<file path="src/rtl/regfile_dump_tx.sv">
// Register-file dump transmitter: streams header, each register little-endian, optional XOR byte.
// Build option: define REGDUMP_CHECKSUM_EN to append the XOR checksum byte (CHK state).
`timescale 1ns/1ps
module regfile_dump_tx #(
  parameter logic [7:0]  HEADER   = 8'hA5,
  parameter int unsigned LAST_REG = 31
) (
  input  logic        clk,
  input  logic        resetn,
  input  logic        start,
  output logic [4:0]  rd_addr,
  input  logic [31:0] rd_data,
  output logic [7:0]  tx_data,
  output logic        tx_valid,
  input  logic        tx_ready,
  output logic        busy,
  output logic        done,
  output logic [2:0]  state_dbg
);

  // Stream handshake: a byte moves on a cycle with tx_valid & tx_ready; once tx_valid
  // rises, tx_data is held and tx_valid stays high until that transfer; tx_data is 0 otherwise.

  typedef enum logic [2:0] {
    S_IDLE   = 3'd0,
    S_HEADER = 3'd1,
    S_LOAD   = 3'd2,
    S_SEND   = 3'd3,
    S_CHK    = 3'd4,
    S_DONE   = 3'd5
  } state_t;

  localparam logic [4:0] LAST_IDX = 5'(LAST_REG);

`ifdef REGDUMP_CHECKSUM_EN
  localparam state_t AFTER_LAST = S_CHK;
`else
  localparam state_t AFTER_LAST = S_DONE;
`endif

  state_t      state, state_n;
  logic [4:0]  index, index_n;
  logic [1:0]  cnt, cnt_n;
  logic [31:0] shift, shift_n;
`ifdef REGDUMP_CHECKSUM_EN
  logic [7:0]  chk, chk_n;
`endif

  always_ff @(posedge clk or negedge resetn) begin
    if (!resetn) begin
      state <= S_IDLE;
      index <= 5'd0;
      cnt   <= 2'd0;
      shift <= 32'd0;
`ifdef REGDUMP_CHECKSUM_EN
      chk   <= 8'd0;
`endif
    end else begin
      state <= state_n;
      index <= index_n;
      cnt   <= cnt_n;
      shift <= shift_n;
`ifdef REGDUMP_CHECKSUM_EN
      chk   <= chk_n;
`endif
    end
  end

  always_comb begin
    state_n  = state;
    index_n  = index;
    cnt_n    = cnt;
    shift_n  = shift;
`ifdef REGDUMP_CHECKSUM_EN
    chk_n    = chk;
`endif
    tx_valid = 1'b0;
    tx_data  = 8'd0;
    done     = 1'b0;
    busy     = (state != S_IDLE);
    rd_addr  = index;

    case (state)
      S_IDLE: begin
        if (start) begin
          state_n = S_HEADER;
          index_n = 5'd0;
`ifdef REGDUMP_CHECKSUM_EN
          chk_n   = 8'd0;
`endif
        end
      end
      S_HEADER: begin
        tx_valid = 1'b1;
        tx_data  = HEADER;
        if (tx_ready) begin
`ifdef REGDUMP_CHECKSUM_EN
          chk_n   = chk ^ HEADER;
`endif
          state_n = S_LOAD;
        end
      end
      // Each register is captured here, in its own cycle: the dump is not atomic.
      S_LOAD: begin
        shift_n = rd_data;
        cnt_n   = 2'd0;
        state_n = S_SEND;
      end
      S_SEND: begin
        tx_valid = 1'b1;
        tx_data  = shift[7:0];
        if (tx_ready) begin
`ifdef REGDUMP_CHECKSUM_EN
          chk_n   = chk ^ shift[7:0];
`endif
          shift_n = {8'h00, shift[31:8]};
          cnt_n   = cnt + 2'd1;
          if (cnt == 2'd3) begin
            if (index == LAST_IDX) begin
              state_n = AFTER_LAST;
            end else begin
              index_n = index + 5'd1;
              state_n = S_LOAD;
            end
          end
        end
      end
`ifdef REGDUMP_CHECKSUM_EN
      S_CHK: begin
        tx_valid = 1'b1;
        tx_data  = chk;
        if (tx_ready) state_n = S_DONE;
      end
`endif
      // index returns to 0 so rd_addr reads 0 throughout IDLE.
      S_DONE: begin
        done    = 1'b1;
        index_n = 5'd0;
        state_n = S_IDLE;
      end
      default: state_n = S_IDLE;
    endcase
  end

  assign state_dbg = state;

endmodule

</file>
<file path="config.mk">
export PLATFORM = sky130hd
export DESIGN_NAME = regfile_dump_tx
export DESIGN_NICKNAME = d
export VERILOG_FILES = /design/src/rtl/regfile_dump_tx.sv
export SDC_FILE = /design/constraint.sdc
export NUM_CORES = 1
export LEC_CHECK = 0
export CAP_MARGIN = 40
export CELL_PAD_IN_SITES_DETAIL_PLACEMENT = 2
export CELL_PAD_IN_SITES_GLOBAL_PLACEMENT = 2
export CORE_ASPECT_RATIO = 1.4
export CORE_UTILIZATION = 29
export DETAILED_ROUTE_END_ITERATION = 10
export GPL_ROUTABILITY_DRIVEN = 0
export MAX_ROUTING_LAYER = met4
export PLACE_DENSITY = 0.81
export SLEW_MARGIN = 10
export SYNTH_ARGS = -nofsm -noshare
export SYNTH_HDL_FRONTEND = slang
export SYNTH_SLANG_ARGS = --single-unit
export TNS_END_PERCENT = 50
</file>
<file path="constraint.sdc">
create_clock -name clk -period 2.6 [get_ports clk]
set_input_delay 0.52 -clock clk [delete_from_list [all_inputs] [get_ports clk]]
set_output_delay 0.52 -clock clk [all_outputs]
set_load 0.01 [all_outputs]
</file>
==> impl_metrics.yaml, run 1 <==
run_status:
  outcome: "complete, but fails checks"
  violations: "DRC"
sta:
  max_slew_margin_pct: 61.0
  tns_ns: 0
  setup_violations: 0
  maxClockFrequency_mhz: 414
  finalMaxSlewViolations: 0
  rsz0062_at_grt: "false"
  clock_skew_ns: 0.0129
  worstMarginPinSlew_ns: 0.586
  final_hold_viol_count: 0
  min_period_ns: 2.42
  post-route-period-util_pct: 93.0
grt:
  grt_pass1_wl_um: 8850
  grt_max_degree: 61
  grt.overflow.total: 0
  grt_pass1_vias: 1701
  antenna_found_initial: 0
  track_usage_pct: 16.7
drt:
  firstDrtPassIters: 9
  vias_per_cell: 5.23
  drc: 4
  ant_nets: 0
  vias: 1622
  wl_per_cell_um: 16.9
  wl_um: 5240
  dr.first_iter.drc_count: 90
layout:
  diodes: 0
  mostFrequentLayoutCell: "clkdlybuf4s50_1"
  nets: 276
  area_growth_pct: 37.5
  layout_common_cells: "clkdlybuf4s50_1, dfrtp_1, nand2_1"
  layout-drive-gt1-share_pct: 8.40
critical_path:
  r2r_end: "rd_addr[0]"
  start_kind: "flop"
  worst_ep_arrival_time_ns: 1.90
  crit_fanout: 10
  cp-end-kind: "output port"
  r2r_setup_slack_ns: 0.50
  reg2regPathDepth: 6
  cp.required_ns: 2.08
  timing.rr.start: "rd_addr[0]"
  worstSetupPathType: "reg -> out"
floorplan:
  io_pins: 55
  die_w_um: 71.2
  coreArea_um2: 6340
  num_rows: 34
  start_util_pct: 30.7
  dieArea_um2: 7040
  chipHeight_um: 98.9
pwr:
  power_mw: 2.50
  p_sw_mw: 0.794
  leakage_nw: 1.14
  pwr-share-clk_pct: 25.8
  p_int_mw: 1.71
  p_sw_share_pct: 31.7
  power.density_nw_per_um2: 937
  sequentialPowerShare_pct: 41.4
  worst_ir_drop_vdd_v: 0.000375
  p_comb_share_pct: 32.9
logic_synthesis:
  synth-seq-cells: 42
  ys_seq_area_share_pct: 54.1
  async_flop_share_pct: 100
  yosysWarnings: 0
  synth_cell_types: 34
  netlist_instances: 186
  synth.net_count: 225
  ys.flop_type: "dfrtp_1"
  synth_edf_count: 0
  syn_area_um2: 1940
  synth_area_per_cell_um2: 10.4
clocking:
  root_buffer: "clkbuf_8"
  cts_tree: "done"
  clk_path_buf_depth: 2
  clock_latency_ns: 0.30
  htreeDepth: 2
  numClockSinks: 42
  cts-buffers-inserted: 5
  path_clk_slew_ns: 0.08
flow_run:
  drv_cap: 0
place:
  io_buffers: 54
  hpwl_um: 3540
min_path:
  hold_class: "in -> async"
[cells in the mapped netlist (3+ instances only)]
cell	instances	area (µm²)
a22o_1	8	70.1
inv_1	4	15.0
or3_1	3	18.8
a22oi_1	24	180
nand2_1	28	105
clkbuf_1	4	15.0
buf_6	3	33.8
ha_1	3	37.5
o21a_1	4	30.0
o21ai_0	3	15.0
and2_1	4	25.0
buf_2	6	30.0
dfrtp_1	42	1050
o21ai_1	24	120
[metal layers]
layer  wire length [µm]  global-route usage, %
met1               2380                   21.6
met2               2600                   25.5
met3                157                   3.07
met4                105                   7.38
met5                  0                      -
[worst max-delay path, stage by stage, from the launching register on]
cell,delay [ns]
dfrtp_1,0.53
nand2b_1,0.19
nor2_4,0.21
and2_1,0.15
clkdlybuf4s50_1,0.53
[final cells by class]
cell class / count / area, µm²
tap: 72 / 90.1
clock buffer: 6 / 82.6
sequential: 42 / 1050
multi-input combinational: 125 / 803
fill: 674 / 3670
inverter: 5 / 18.8
timing repair buffer: 58 / 566
clock inverter: 2 / 60.1
[power groups by stage]
stage	Sequential (mW)	Combinational (mW)	Clock [mW]
finish	1.04	0.823	0.645
global route	1.07	0.921	0.691
CTS	1.04	0.839	0.668
detailed placement	1.05	0.829	0
global placement	1.03	0.789	0
floorplan	1.01	0.502	0
[registers in the layout, summed over array words and instances, names as in the netlist]
register and flops:
cnt 2, rd_addr 5, shift 32, state_dbg 3
[how the worst max path moves through the flow]
stage | startpoint | endpoint | slack [ns] | cells past startpoint
2_1_floorplan | rd_addr[0] | rd_addr[0] | 0.75 | 6
6_report | state_dbg[0] | tx_data[3] | 0.18 | 4
3_3_place_gp | state_dbg[1] | tx_data[6] | 0.29 | 4
5_1_grt | state_dbg[0] | tx_data[3] | 0.05 | 4
4_1_cts | state_dbg[0] | tx_data[6] | 0.05 | 4
3_5_place_dp | state_dbg[0] | tx_data[6] | 0.26 | 4
[what timing repair did]
| action | 4_1_cts | 5_1_grt |
|---|---|---|
| hold buffers | 0 | 0 |
| buffers inserted | 0 | 0 |
| gates cloned | 0 | 0 |
| endpoints found under the setup margin | 4 | 4 |
| gates resized for setup | 1 | 1 |
| hold endpoints to repair | 0 | 0 |
[cells by family (layout without fill, tap and decap cells)]
family,after synthesis,in the layout,share of synthesized area [%]
compound gates,73,73,25.8
fa+ha+maj,3,3,1.93
buf+inv,19,71,5.28
flops,42,42,54.1
mux,1,1,0.579
simple gates,48,48,12.4
[stage by stage]
stage / worst slack (ns) / std cells / hold WS (ns) / utilization, % / instance area, µm²
final: 0.183 / 310 / 0.0862 / 42.1 / 2670
after global placement: 0.295 / 302 / 0.409 / 39.8 / 2520
after global routing: 0.0487 / 310 / 0.0835 / 42.1 / 2670
after detailed placement: 0.258 / 302 / 0.412 / 39.8 / 2520
after floorplan: 0.747 / 186 / 0.224 / - / 1940
after CTS: 0.0467 / 310 / 0.0758 / 42.1 / 2670
Power figures use the tool's default switching activity.
==> inputs of run 2 (changes only) <==
CAP_MARGIN = 20   (was 40)
CTS_CLUSTER_SIZE = 24   (was not set)
SKIP_LAST_GASP = 1   (was not set)
==> results of run 2 <==
The final DEF is identical to that of run 1; final timing and power are the same.
==> inputs of run 3 (changes only) <==
CORE_UTILIZATION = 31   (was 29)
PLACE_DENSITY = 0.85   (was 0.81)
clock period = 3 ns   (was 2.6 ns; I/O delays follow)
==> run 3 against run 2 <==
Net effect: the run now ends clean; total power decreased by 22%; critical path depth unchanged; sequential power decreased by 14%; worst hold slack improved by 0.36 ns; clock power decreased by 47%; register-to-register slack improved by 0.41 ns; combinational power decreased by 14%; sequential share of layout area increased by 1.4 points; highest routed layer unchanged.
==> impl_metrics.yaml, run 3 (synthesis gave the netlist of run 1 again) <==
run_status:
  outcome: "complete, no violations"
clocking:
  cts_tree: "done"
  clk_path_buf_depth: 2
  numClockSinks: 42
  root_buffer: "clkbuf_8"
  htreeDepth: 2
  postCtsSetupBuffers: 0
  cts_hold_buf: 0
  clock_latency_ns: 0.29
  cts-buffers-inserted: 5
  cts_resized: 0
  path_clk_slew_ns: 0.08
drt:
  ant_nets: 0
  vias: 1623
  vias_per_cell: 5.32
  firstDrtPassIters: 4
  dr.first_iter.drc_count: 71
  drc: 0
  wl_per_cell_um: 16.9
  wl_um: 5150
critical_path:
  worst_ep_arrival_time_ns: 2.20
  cp-end-kind: "output port"
  cp.required_ns: 2.40
  start_kind: "flop"
  crit_fanout: 11
  r2r_setup_slack_ns: 0.91
  worstSetupPathType: "reg -> out"
sta:
  min_period_ns: 2.80
  maxClockFrequency_mhz: 357
  tns_ns: 0
  finalMaxSlewViolations: 0
  final_hold_viol_count: 0
  worstMarginPinSlew_ns: 0.955
  fin_hold_ws_ns: 0.451
  max_slew_margin_pct: 36.3
  clock_skew_ns: 0.00583
  post-route-period-util_pct: 93.3
  rsz0062_at_grt: "false"
  setup_violations: 0
layout:
  top_register: "shift"
  nFillCells: 633
  nets: 274
  diodes: 0
  area_growth_pct: 32.9
  layout_common_cells: "clkdlybuf4s50_1, dfrtp_1, nand2_1"
  largest_reg_flops: 32
  layout-drive-gt1-share_pct: 6.81
  mostFrequentLayoutCell: "clkdlybuf4s50_1"
  fin_util_pct: 43.4
place:
  io_buffers: 54
  hpwl_um: 3600
flow_run:
  drv_cap: 0
grt:
  antenna_found_initial: 0
  grt_pass1_wl_um: 8450
  track_usage_pct: 17.8
  grt_pass1_vias: 1737
  grt.overflow.total: 0
  grt_max_degree: 61
pwr:
  power_mw: 1.94
  power.density_nw_per_um2: 753
  worst_ir_drop_vdd_v: 0.000344
  leakage_nw: 1.10
floorplan:
  num_rows: 33
  chipHeight_um: 95.7
  dieArea_um2: 6590
  coreArea_um2: 5950
  die_w_um: 68.9
  io_pins: 55
  start_util_pct: 32.7
min_path:
  hold_class: "in -> async"
-- run 3: cell types whose count changed in the layout (fill, tap and decap cells not counted), sizes merged --
| cell | previous run | this run |
|---|---|---|
| buf | 5 | 3 |
| bufinv | 2 | 0 |
| clkinv | 0 | 2 |
| clkbuf | 6 | 5 |
-- run 3: area by class of cell --
type / instances / area (µm²) / area share [%]
Sequential cell: 42 / 1050 / 40.7
Multi-Input combinational cell: 125 / 796 / 30.8
Timing Repair Buffer: 56 / 551 / 21.3
Tap cell: 70 / 87.6 / 3.39
Clock buffer: 5 / 68.8 / 2.66
Inverter: 5 / 18.8 / 0.727
Clock inverter: 2 / 10.0 / 0.388
-- run 3: path summary, 6_finish.rpt --
check                                  start           end  depth (start not counted)
min in group clk                      cnt[1]        cnt[1]                          2
worst max-delay path            state_dbg[2]    tx_data[3]                          4
worst min-delay path                  resetn  state_dbg[1]                          1
max in group asynchronous             resetn    rd_addr[1]                          1
worst min register to register        cnt[1]        cnt[1]                          2
worst max register to register    rd_addr[0]    rd_addr[0]                          6
-- run 3: power breakdown --
group	switching (mW)	internal (mW)	total [mW]
logic	0.347	0.361	0.708
registers	0.131	0.762	0.894
clock network	0.187	0.156	0.343
-- run 3: worst max-delay path: stages (launching register included) --
cell and delay, ns:
dfrtp_1 0.52, nand2b_1 0.25, nor2_1 0.41, and2_1 0.20, clkdlybuf4s50_1 0.54
-- run 3: stage by stage --
stage / std cells / setup slack [ns] / cell area [µm²]
floorplan: 186 / 1.15 / 1940
global placement: 298 / 0.528 / 2500
detailed placement: 298 / 0.467 / 2500
CTS: 305 / 0.147 / 2580
global route: 305 / 0.0418 / 2580
finish: 305 / 0.200 / 2580
-- run 3: layer usage --
| metal | part of all wire (%) | vias to the layer above | routed length (µm) | track usage (%) |
|---|---|---|---|---|
| met5 | 0 | - | 0 | - |
| met2 | 54 | 35 | 2810 | 30.3 |
| li1 | - | 778 | - | - |
| met4 | 1.4 | 0 | 74 | 5.10 |
| met3 | 2.8 | 6 | 143 | 3.23 |
| met1 | 41 | 804 | 2130 | 20.8 |
